===== src/rtl/ixc_nib_bus_pkg.sv =====
// Shared types and helpers for the nibble bus port.
// Used by the port FSM and the pad wrapper.
package ixc_nib_bus_pkg;

  localparam int NIB_W = 4;

  typedef enum logic [2:0] {
    ST_IDLE    = 3'd0,
    ST_TX      = 3'd1,
    ST_TURN    = 3'd2,
    ST_RX_WAIT = 3'd3,
    ST_RX      = 3'd4
  } nib_state_e;

  function automatic int nib_cnt(input int word_w);
    return word_w / NIB_W;
  endfunction

endpackage


===== src/rtl/ixc_nib_bus_port.sv =====
// Active end of the 4-bit nibble bus: serialises words out,
// turns the bus around and collects words driven by the peer.
module ixc_nib_bus_port
  import ixc_nib_bus_pkg::*;
#(
  parameter int WORD_W     = 32,
  parameter int TURN_CYC   = 1,
  parameter int RX_TIMEOUT = 255
) (
  input  logic              clk,
  input  logic              rst_n,
  input  logic              tx_valid,
  output logic              tx_ready,
  input  logic [WORD_W-1:0] tx_data,
  input  logic              rx_req,
  output logic              rx_valid,
  output logic [WORD_W-1:0] rx_data,
  output logic              rx_abort,
  output logic [NIB_W-1:0]  bus_o,
  output logic              bus_oe,
  output logic              bus_stb_o,
  input  logic [NIB_W-1:0]  bus_i,
  input  logic              bus_stb_i,
  output logic              busy
);

  localparam int NIB_CNT = nib_cnt(WORD_W);
  localparam int CNT_W   = (NIB_CNT > 1) ? $clog2(NIB_CNT) : 1;
  localparam int TC_W    = $clog2(TURN_CYC + 1);
  localparam int SH_W    = WORD_W - NIB_W;

  localparam logic [CNT_W-1:0] LAST_NIB  = CNT_W'(NIB_CNT - 1);
  localparam logic [TC_W-1:0]  TURN_LAST = TC_W'(TURN_CYC);
  localparam logic [7:0]       TMO_LAST  = 8'(RX_TIMEOUT - 1);

  nib_state_e state_q, state_d;
  nib_state_e tgt_q, tgt_d;

  logic [CNT_W-1:0]  nib_q, nib_d;
  logic [TC_W-1:0]   turn_q, turn_d;
  logic [TC_W-1:0]   rel_q, rel_d;
  logic [7:0]        tmo_q, tmo_d;
  logic [SH_W-1:0]   tx_sh_q, tx_sh_d;
  logic [SH_W-1:0]   rx_sh_q, rx_sh_d;
  logic [WORD_W-1:0] rx_data_q, rx_data_d;
  logic              rx_valid_q, rx_valid_d;
  logic              rx_abort_q, rx_abort_d;
  logic [NIB_W-1:0]  bus_o_q, bus_o_d;
  logic              oe_q, oe_d;
  logic              stb_q, stb_d;
  logic              tx_ready_w;

  // rel_q counts idle cycles since we last released the bus
  assign rel_d = oe_q ? '0 :
                 (rel_q == TURN_LAST) ? rel_q : rel_q + TC_W'(1);

  assign tx_ready_w = (state_q == ST_IDLE) && (rel_q == TURN_LAST);

  always_comb begin
    state_d    = state_q;
    tgt_d      = tgt_q;
    nib_d      = nib_q;
    turn_d     = turn_q;
    tmo_d      = '0;
    tx_sh_d    = tx_sh_q;
    rx_sh_d    = rx_sh_q;
    rx_data_d  = rx_data_q;
    rx_valid_d = 1'b0;
    rx_abort_d = 1'b0;
    bus_o_d    = bus_o_q;
    oe_d       = oe_q;
    stb_d      = stb_q;
    unique case (state_q)
      ST_IDLE: begin
        if (tx_valid && tx_ready_w) begin
          state_d = ST_TX;
          nib_d   = '0;
          bus_o_d = tx_data[NIB_W-1:0];
          tx_sh_d = tx_data[WORD_W-1:NIB_W];
          oe_d    = 1'b1;
          stb_d   = 1'b1;
        end else if (rx_req) begin
          state_d = ST_TURN;
          tgt_d   = ST_RX_WAIT;
          turn_d  = '0;
        end
      end
      ST_TX: begin
        if (nib_q == LAST_NIB) begin
          state_d = ST_TURN;
          tgt_d   = ST_IDLE;
          turn_d  = '0;
          bus_o_d = '0;
          oe_d    = 1'b0;
          stb_d   = 1'b0;
        end else begin
          nib_d   = nib_q + CNT_W'(1);
          bus_o_d = tx_sh_q[NIB_W-1:0];
          tx_sh_d = tx_sh_q >> NIB_W;
        end
      end
      // first TURN cycle is the release itself, then TURN_CYC idle ones
      ST_TURN: begin
        if (turn_q == TURN_LAST) begin
          state_d = tgt_q;
          nib_d   = '0;
        end else begin
          turn_d = turn_q + TC_W'(1);
        end
      end
      ST_RX_WAIT: begin
        if (bus_stb_i) begin
          rx_sh_d = (rx_sh_q >> NIB_W) | (SH_W'(bus_i) << (SH_W - NIB_W));
          nib_d   = CNT_W'(1);
          state_d = ST_RX;
        end else if (tmo_q == TMO_LAST) begin
          rx_abort_d = 1'b1;
          state_d    = ST_IDLE;
        end else begin
          tmo_d = (tmo_q == 8'hFF) ? tmo_q : tmo_q + 8'd1;
        end
      end
      ST_RX: begin
        if (!bus_stb_i) begin
          rx_abort_d = 1'b1;
          state_d    = ST_IDLE;
        end else if (nib_q == LAST_NIB) begin
          rx_data_d  = {bus_i, rx_sh_q};
          rx_valid_d = 1'b1;
          state_d    = ST_TURN;
          tgt_d      = ST_IDLE;
          turn_d     = '0;
        end else begin
          rx_sh_d = (rx_sh_q >> NIB_W) | (SH_W'(bus_i) << (SH_W - NIB_W));
          nib_d   = nib_q + CNT_W'(1);
        end
      end
      default: begin
        state_d = ST_IDLE;
        oe_d    = 1'b0;
        stb_d   = 1'b0;
      end
    endcase
  end

  always_ff @(posedge clk or negedge rst_n) begin
    if (!rst_n) begin
      state_q    <= ST_IDLE;
      tgt_q      <= ST_IDLE;
      nib_q      <= '0;
      turn_q     <= '0;
      rel_q      <= '0;
      tmo_q      <= '0;
      tx_sh_q    <= '0;
      rx_sh_q    <= '0;
      rx_data_q  <= '0;
      rx_valid_q <= 1'b0;
      rx_abort_q <= 1'b0;
      bus_o_q    <= '0;
      oe_q       <= 1'b0;
      stb_q      <= 1'b0;
    end else begin
      state_q    <= state_d;
      tgt_q      <= tgt_d;
      nib_q      <= nib_d;
      turn_q     <= turn_d;
      rel_q      <= rel_d;
      tmo_q      <= tmo_d;
      tx_sh_q    <= tx_sh_d;
      rx_sh_q    <= rx_sh_d;
      rx_data_q  <= rx_data_d;
      rx_valid_q <= rx_valid_d;
      rx_abort_q <= rx_abort_d;
      bus_o_q    <= bus_o_d;
      oe_q       <= oe_d;
      stb_q      <= stb_d;
    end
  end

  assign tx_ready  = tx_ready_w;
  assign rx_valid  = rx_valid_q;
  assign rx_data   = rx_data_q;
  assign rx_abort  = rx_abort_q;
  assign bus_o     = bus_o_q;
  assign bus_oe    = oe_q;
  assign bus_stb_o = stb_q;
  assign busy      = (state_q != ST_IDLE);

endmodule


===== config.mk =====
export PLATFORM = sky130hd
export DESIGN_NAME = ixc_nib_bus_port
export DESIGN_NICKNAME = d
export VERILOG_FILES = /design/src/rtl/ixc_nib_bus_pkg.sv /design/src/rtl/ixc_nib_bus_port.sv
export SDC_FILE = /design/constraint.sdc
export NUM_CORES = 1
export LEC_CHECK = 0
export ABC_CLOCK_PERIOD_IN_PS = 5300
export CAP_MARGIN = 10
export CORE_ASPECT_RATIO = 1.25
export CORE_MARGIN = 4
export CORE_UTILIZATION = 40
export CTS_CLUSTER_SIZE = 8
export DETAILED_ROUTE_END_ITERATION = 10
export DONT_BUFFER_PORTS = 1
export PLACE_DENSITY_LB_ADDON = 0.15
export REMOVE_ABC_BUFFERS = 1
export SYNTH_ARGS = -nofsm -noshare
export SYNTH_HDL_FRONTEND = slang
export SYNTH_SLANG_ARGS = --single-unit

===== constraint.sdc =====
create_clock -name clk -period 5.3 [get_ports clk]
set_clock_uncertainty 0.2 [all_clocks]
set_input_delay 0.53 -clock clk [delete_from_list [all_inputs] [get_ports clk]]
set_output_delay 0.53 -clock clk [all_outputs]
set_load 0.1 [all_outputs]

==> results of run 1 <==
==> state kept, by name (all words and copies together), names as in the netlist <==
register / count
bus_o: 4
bus_stb_o: 1
nib_q: 3
rel_q: 1
rx_abort: 1
rx_data: 32
rx_sh_q: 28
rx_valid: 1
state_q: 3
tgt_q: 1
tmo_q: 8
turn_q: 1
tx_sh_q: 28
==> placed cells by master (no fill, tap or decap), types with 2 or more instances in the layout <==
| cell | Yosys | final |
|---|---|---|
| nand2_1 | 9 | 9 |
| nor2_2 | 2 | 2 |
| a21oi_1 | 32 | 32 |
| and4_4 | 2 | 2 |
| dfrtp_1 | 112 | 111 |
| mux2_4 | 20 | 20 |
| a22o_1 | 5 | 5 |
| nand3_1 | 6 | 6 |
| ha_1 | 5 | 5 |
| a31oi_1 | 4 | 4 |
| and3_1 | 6 | 6 |
| mux2i_1 | 30 | 30 |
| o21ai_0 | 7 | 7 |
| nor3_2 | 4 | 4 |
| nor2b_1 | 3 | 3 |
| nor3_1 | 3 | 3 |
| xnor2_1 | 2 | 2 |
| nor2_1 | 40 | 40 |
| mux2_2 | 40 | 40 |
| inv_1 | 10 | 10 |
| clkinv_2 | 0 | 3 |
| nand2b_1 | 2 | 2 |
| a211oi_1 | 2 | 2 |
| buf_4 | 6 | 2 |
| a211oi_2 | 3 | 3 |
| clkbuf_16 | 0 | 9 |
==> stage by stage <==
stage                     hold WS (ps)  area, um^2
after floorplan                   34.4        4860
final                             57.0        5440
after global routing              44.8        5440
after global placement            37.6        5110
after CTS                         45.9        5440
after detailed placement          38.8        5110
==> cell type report <==
type,instances,share of cell area
Clock buffer,9,0.0414
Tap cell,164,0.0377
Timing Repair Buffer,4,0.00966
Sequential cell,112,0.515
Multi-Input combinational cell,249,0.376
Clock inverter,7,0.0129
Inverter,11,0.00759
==> cell families after synthesis <==
group / Yosys count / synth area share
flops: 112 / 0.560
mux: 90 / 0.210
simple gates: 86 / 0.0910
compound gates: 66 / 0.0868
buf+inv: 33 / 0.0362
fa+ha+maj: 5 / 0.0125
xor+xnor: 2 / 0.00350
==> power by group through the flow <==
| stage | clock (mW) | sequential, mW | combinational, mW |
|---|---|---|---|
| final | 0.681 | 1.48 | 0.828 |
| after global routing | 0.733 | 1.52 | 0.927 |
| after CTS | 0.700 | 1.49 | 0.842 |
| after detailed placement | 0 | 1.50 | 0.820 |
| after global placement | 0 | 1.50 | 0.802 |
| after floorplan | 0 | 1.44 | 0.725 |
==> cells in the mapped netlist, drive strengths merged, types with 2 or more instances <==
master / instances
ha: 5
nor3b: 2
mux2i: 30
and3: 6
nand2b: 2
clkbuf: 2
nand2: 9
mux2: 60
buf: 20
inv: 10
o21ai: 8
a211oi: 5
dfrtp: 112
nor2b: 3
nor3: 8
a21oi: 32
o2bb2ai: 2
nor2: 42
a22o: 5
and4: 2
a31oi: 4
xnor2: 2
nand3: 7
==> what timing repair did <==
| item | 4_1_cts | 5_1_grt |
|---|---|---|
| gates resized for setup | 0 | 0 |
| endpoints found under the hold margin | 112 | 0 |
| hold buffers | 2 | 0 |
==> worst max path at each step <==
stage,startpoint,to,slack (ps),cells past startpoint
5_1_grt,state_q[2],tx_sh_q[10],2100,5
6_report,state_q[2],tx_sh_q[10],2390,4
3_3_place_gp,state_q[2],tx_sh_q[12],2440,4
3_5_place_dp,state_q[2],tx_sh_q[10],2360,4
2_1_floorplan,state_q[0],tx_sh_q[0],-0.3,3
4_1_cts,state_q[2],tx_sh_q[3],2350,4
==> worst max-delay path, cell delays in order, from the launching register on <==
cell and delay, ps:
dfrtp_1 610, nor3_4 350, inv_1 480, o2bb2ai_4 940
a21oi_1 150
==> layer usage <==
| layer | track usage | vias up |
|---|---|---|
| met5 | 0 | - |
| met4 | 0.0505 | 0 |
| met3 | 0.0439 | 13 |
| met2 | 0.206 | 68 |
| met1 | 0.164 | 1416 |
| li1 | - | 1384 |
==> impl_metrics.yaml, run 1 <==
clock_network:
  cts_max_path_buffers: 2
  clk_pin_slew_ps: 70
  cts_tree: "yes"
  cts_buffers: 9
  insertion_delay_ps: 340
  numClockSinks: 112
  cts_root_buf: "clkbuf_16"
  cts.htree.levels: 3
  cts_setup_buffers: 0
critical_path:
  criticalPathCategory: "flip-flop to flip-flop"
  cp_data_arrival_time_ps: 2890
  crit_path_max_fanout: 48
  startpoint_type: "flip-flop"
  worstPathRequired_ps: 5280
  r2r_cells: 4
  reg2reg_slack_ps: 2390
  end_kind: "flip-flop"
  r2r-start: "state_q[2]"
  reg2reg_to: "tx_sh_q[10]"
floorplanning:
  dieArea_um2: 14400
  num_rows: 45
  start_util: 0.410
  io_pins: 83
  core_um2: 12200
  die_h_um: 133
  die_x_um: 108
finish:
  final_nets: 433
  fin_util: 0.445
  syn_to_final_growth_pct: 8.75
  n_antenna_cell: 0
  final-seq-area_um2: 2800
  multiInputGateArea_um2: 2040
  fillers: 1149
  layout-drive-gt1-share: 0.247
  stdcell_count: 556
timing:
  final.min_clock_period_ps: 2910
  setup_viol: 0
  period_share: 0.550
  fmax_mhz: 343
  worst_pin_slew_ps: 967
  rsz0062_at_grt: "no"
  tns_ps: 0
  slew_violations: 0
  layout_setup_ws_ps: 2390
  hold_viol: 0
  slew_headroom: 0.353
routing:
  vias: 2881
  ant_nets: 0
  wl_met1_um: 3980
  detail_route.wl_per_cell_um: 16.3
  detail_route.vias_per_cell: 5.18
  routed_wirelength_um: 9050
  dr_wl_met2_um: 4240
  drt_iter0_drc: 126
  firstDrtPassIters: 4
  top_layer: "met4"
  drc_errors: 0
  wl_met3_um: 636
synth:
  synth_area_leaders: "dfrtp_1, mux2_2, mux2_4"
  yosysTopAreaCell: "dfrtp_1"
  postSynthCellCount: 394
  synth-main-ff-cell: "dfrtp_1"
  synthArstFlopShare: 1.00
  yosys_warnings: 0
  synth_seq_cells: 112
  postSynthAreaPerCell_um2: 12.7
  synthesis.area_um2: 5000
  ys_seq_area_frac: 0.560
  synth_edf_count: 0
  synth_top_cell_area_share: 0.560
  synth.distinct_cells: 49
grt:
  antenna_found_initial: 0
  grt_usage: 0.130
  grt_pass1_vias: 2975
  grt_start_max_net_pins: 113
  grt_overflow: 0
  grt_pass1_wl_um: 14800
min_path:
  hold_path_class: "primary input to flip-flop"
  holdPathEnd: "rx_abort"
  min-delay-start: "bus_stb_i"
  hold-path-cell-count: 1
power:
  p_leak_nw: 2.50
  p_int_mw: 1.88
  p_sw_mw: 1.11
  p_seq_frac: 0.496
  finalPower_mw: 2.99
  pwr-share-comb: 0.277
  switching_share: 0.372
  p_clk_frac: 0.228
  powerDensity_nw_per_um2: 550
  max-vdd-ir-drop_v: 0.000232
place:
  gp_congestion: 0.800
  hpwl_um: 5810
  post-place-ws_ps: 2360
  dp_cells: 538
  io_buffers: 0
flow_run:
  max-cap-violations: 0
outcome:
  status: "complete, no violations"
Note: power is estimated with default switching activity, not from simulation.
==> run 2: changes to the inputs <==
ABC_CLOCK_PERIOD_IN_PS = 2700   (was 5300)
clock period = 2.7 ns   (was 5.3 ns; I/O delays follow)
==> run 2 against run 1 <==
Net effect: utilization increased by 3.8 points; flip-flop and latch count is the same; highest routed layer unchanged; the run now ends with hold timing left; combinational power grew to 2.6 times the previous value; critical path depth is the same; design area increased by 8.5%; wire length grew 7.0%; power rose by 100%; worst hold slack lost 650 ps; sequential share of layout area fell by 4.0 points; critical endpoint is now tx_sh_q[21]; clock power grew 98%; largest cell class unchanged; non-clock buffer count is 46 higher; first-iteration DRC count up 59%.
==> impl_metrics.yaml, run 2 (synthesized netlist as in run 1, its figures left out) <==
critical_path:
  crit_buf_inv: 1
  criticalPathCategory: "flip-flop to flip-flop"
  critical_path.cell_chain: "nor3_4 > inv_1 > o2bb2ai_4 > a21oi_1"
  worstPathRequired_ps: 2680
  cp_data_arrival_time_ps: 2290
  crit_family: "compound AO/OA/AOI/OAI gates"
  end_kind: "flip-flop"
  critPathSlowestCell: "o2bb2ai_4"
  crit_path_max_fanout: 48
  max_stage_delay_ps: 750
  startpoint_type: "flip-flop"
clock_network:
  cts_buffers: 9
  cts_tree: "yes"
  clk_pin_slew_ps: 70
  cts_setup_buffers: 0
  cts_root_buf: "clkbuf_16"
  cts_resized: 0
  numClockSinks: 112
  cts_hold_buffers: 37
  insertion_delay_ps: 340
  cts.htree.levels: 3
  cts_max_path_buffers: 2
flow_run:
  max-cap-violations: 0
power:
  p_leak_nw: 2.71
  p_int_mw: 3.86
  p_sw_mw: 2.21
  p_seq_frac: 0.417
  finalPower_mw: 6.07
  p_clk_frac: 0.223
  pwr-share-comb: 0.360
  powerDensity_nw_per_um2: 1030
  max-vdd-ir-drop_v: 0.000517
  switching_share: 0.364
finish:
  syn_to_final_growth_pct: 18.0
  final_common_cell: "dfrtp_1"
  largest_register_ffs: 32
  layout-drive-gt1-share: 0.244
  final_cell_mix: "dfrtp_1, nor2_1, mux2_2"
  final_nets: 479
  n_antenna_cell: 0
  final_area_um2: 5900
  stdcell_count: 602
grt:
  grt_pass1_wl_um: 16000
  grt_overflow: 0
  grt_start_max_net_pins: 113
  antenna_found_initial: 0
  grt_usage: 0.140
  grt_pass1_vias: 3174
timing:
  slew_headroom: 0.364
  slew_violations: 0
  worst_pin_slew_ps: 953
  layout_setup_ws_ps: 389
  fmax_mhz: 433
  rsz0062_at_grt: "no"
  hold_viol: 112
  final.min_clock_period_ps: 2310
  holdWs_ps: -589
  setup_viol: 0
  period_share: 0.856
routing:
  firstDrtPassIters: 4
  dr_wl_met2_um: 4710
  drt_iter0_drc: 200
  top_layer: "met4"
  wl_met1_um: 4170
  ant_nets: 0
  detail_route.wl_per_cell_um: 16.1
  detail_route.vias_per_cell: 5.15
  wl_met3_um: 679
  drc_errors: 0
  vias: 3098
  routed_wirelength_um: 9680
floorplanning:
  die_h_um: 133
  core_um2: 12200
  die_x_um: 108
  dieArea_um2: 14400
  start_util: 0.410
  io_pins: 83
  num_rows: 45
min_path:
  hold_path_class: "primary input to asynchronous set/reset pin"
place:
  dpl_cell_area_um2: 5230
  dp_cells: 549
  io_buffers: 0
  post-place-ws_ps: 392
  gp_congestion: 0.777
  hpwl_um: 6050
outcome:
  violations: "hold timing"
  status: "finished with violations"
[run 2: power by group through the flow]
stage | clock network [mW] | logic (mW) | registers (mW)
CTS | 1.42 | 2.20 | 2.53
detailed placement | 0 | 2.15 | 2.57
global placement | 0 | 2.11 | 2.55
floorplan | 0 | 1.42 | 2.83
global route | 1.49 | 2.36 | 2.60
finish | 1.35 | 2.18 | 2.53
[run 2: area by class of cell]
cell class	count	area (um^2)
Sequential cell	112	2800
Clock buffer	10	239
Tap cell	164	205
Inverter	11	41.3
Multi-Input combinational cell	249	2040
Timing Repair Buffer	50	505
Fill cell	1107	6310
Clock inverter	6	65.1
[run 2: through the flow]
step,util,setup TNS (ps)
after floorplan,-,-78120
after global placement,0.428,0
after detailed placement,0.428,0
after CTS,0.483,0
after global routing,0.483,0
final,0.483,0
[run 2: metal layers]
layer	global-route usage	vias to the layer above
met4	0.0491	0
li1	-	1475
met1	0.178	1545
met2	0.220	69
met5	0	-
met3	0.0517	9
[run 2: path summary, 6_finish.rpt]
| path | slack, ps | cells past startpoint | to | start |
|---|---|---|---|---|
| min in group clk | 20 | 2 | tmo_q[4] | bus_stb_i |
| max in group asynchronous | 2690 | 0 | rx_sh_q[18] | rst_n |
| worst min register to register | 260 | 1 | rel_q | bus_stb_o |
| worst min-delay path | -590 | 0 | tx_sh_q[11] | rst_n |
| worst max register to register | 390 | 4 | tx_sh_q[21] | state_q[0] |
| worst max-delay path | 390 | 4 | tx_sh_q[21] | state_q[0] |
[run 2: worst reg2reg max path: stages (launching register included)]
cell       delay, ps
dfrtp_1          600
nor3_4           270
inv_1            140
o2bb2ai_4        760
a21oi_1          180
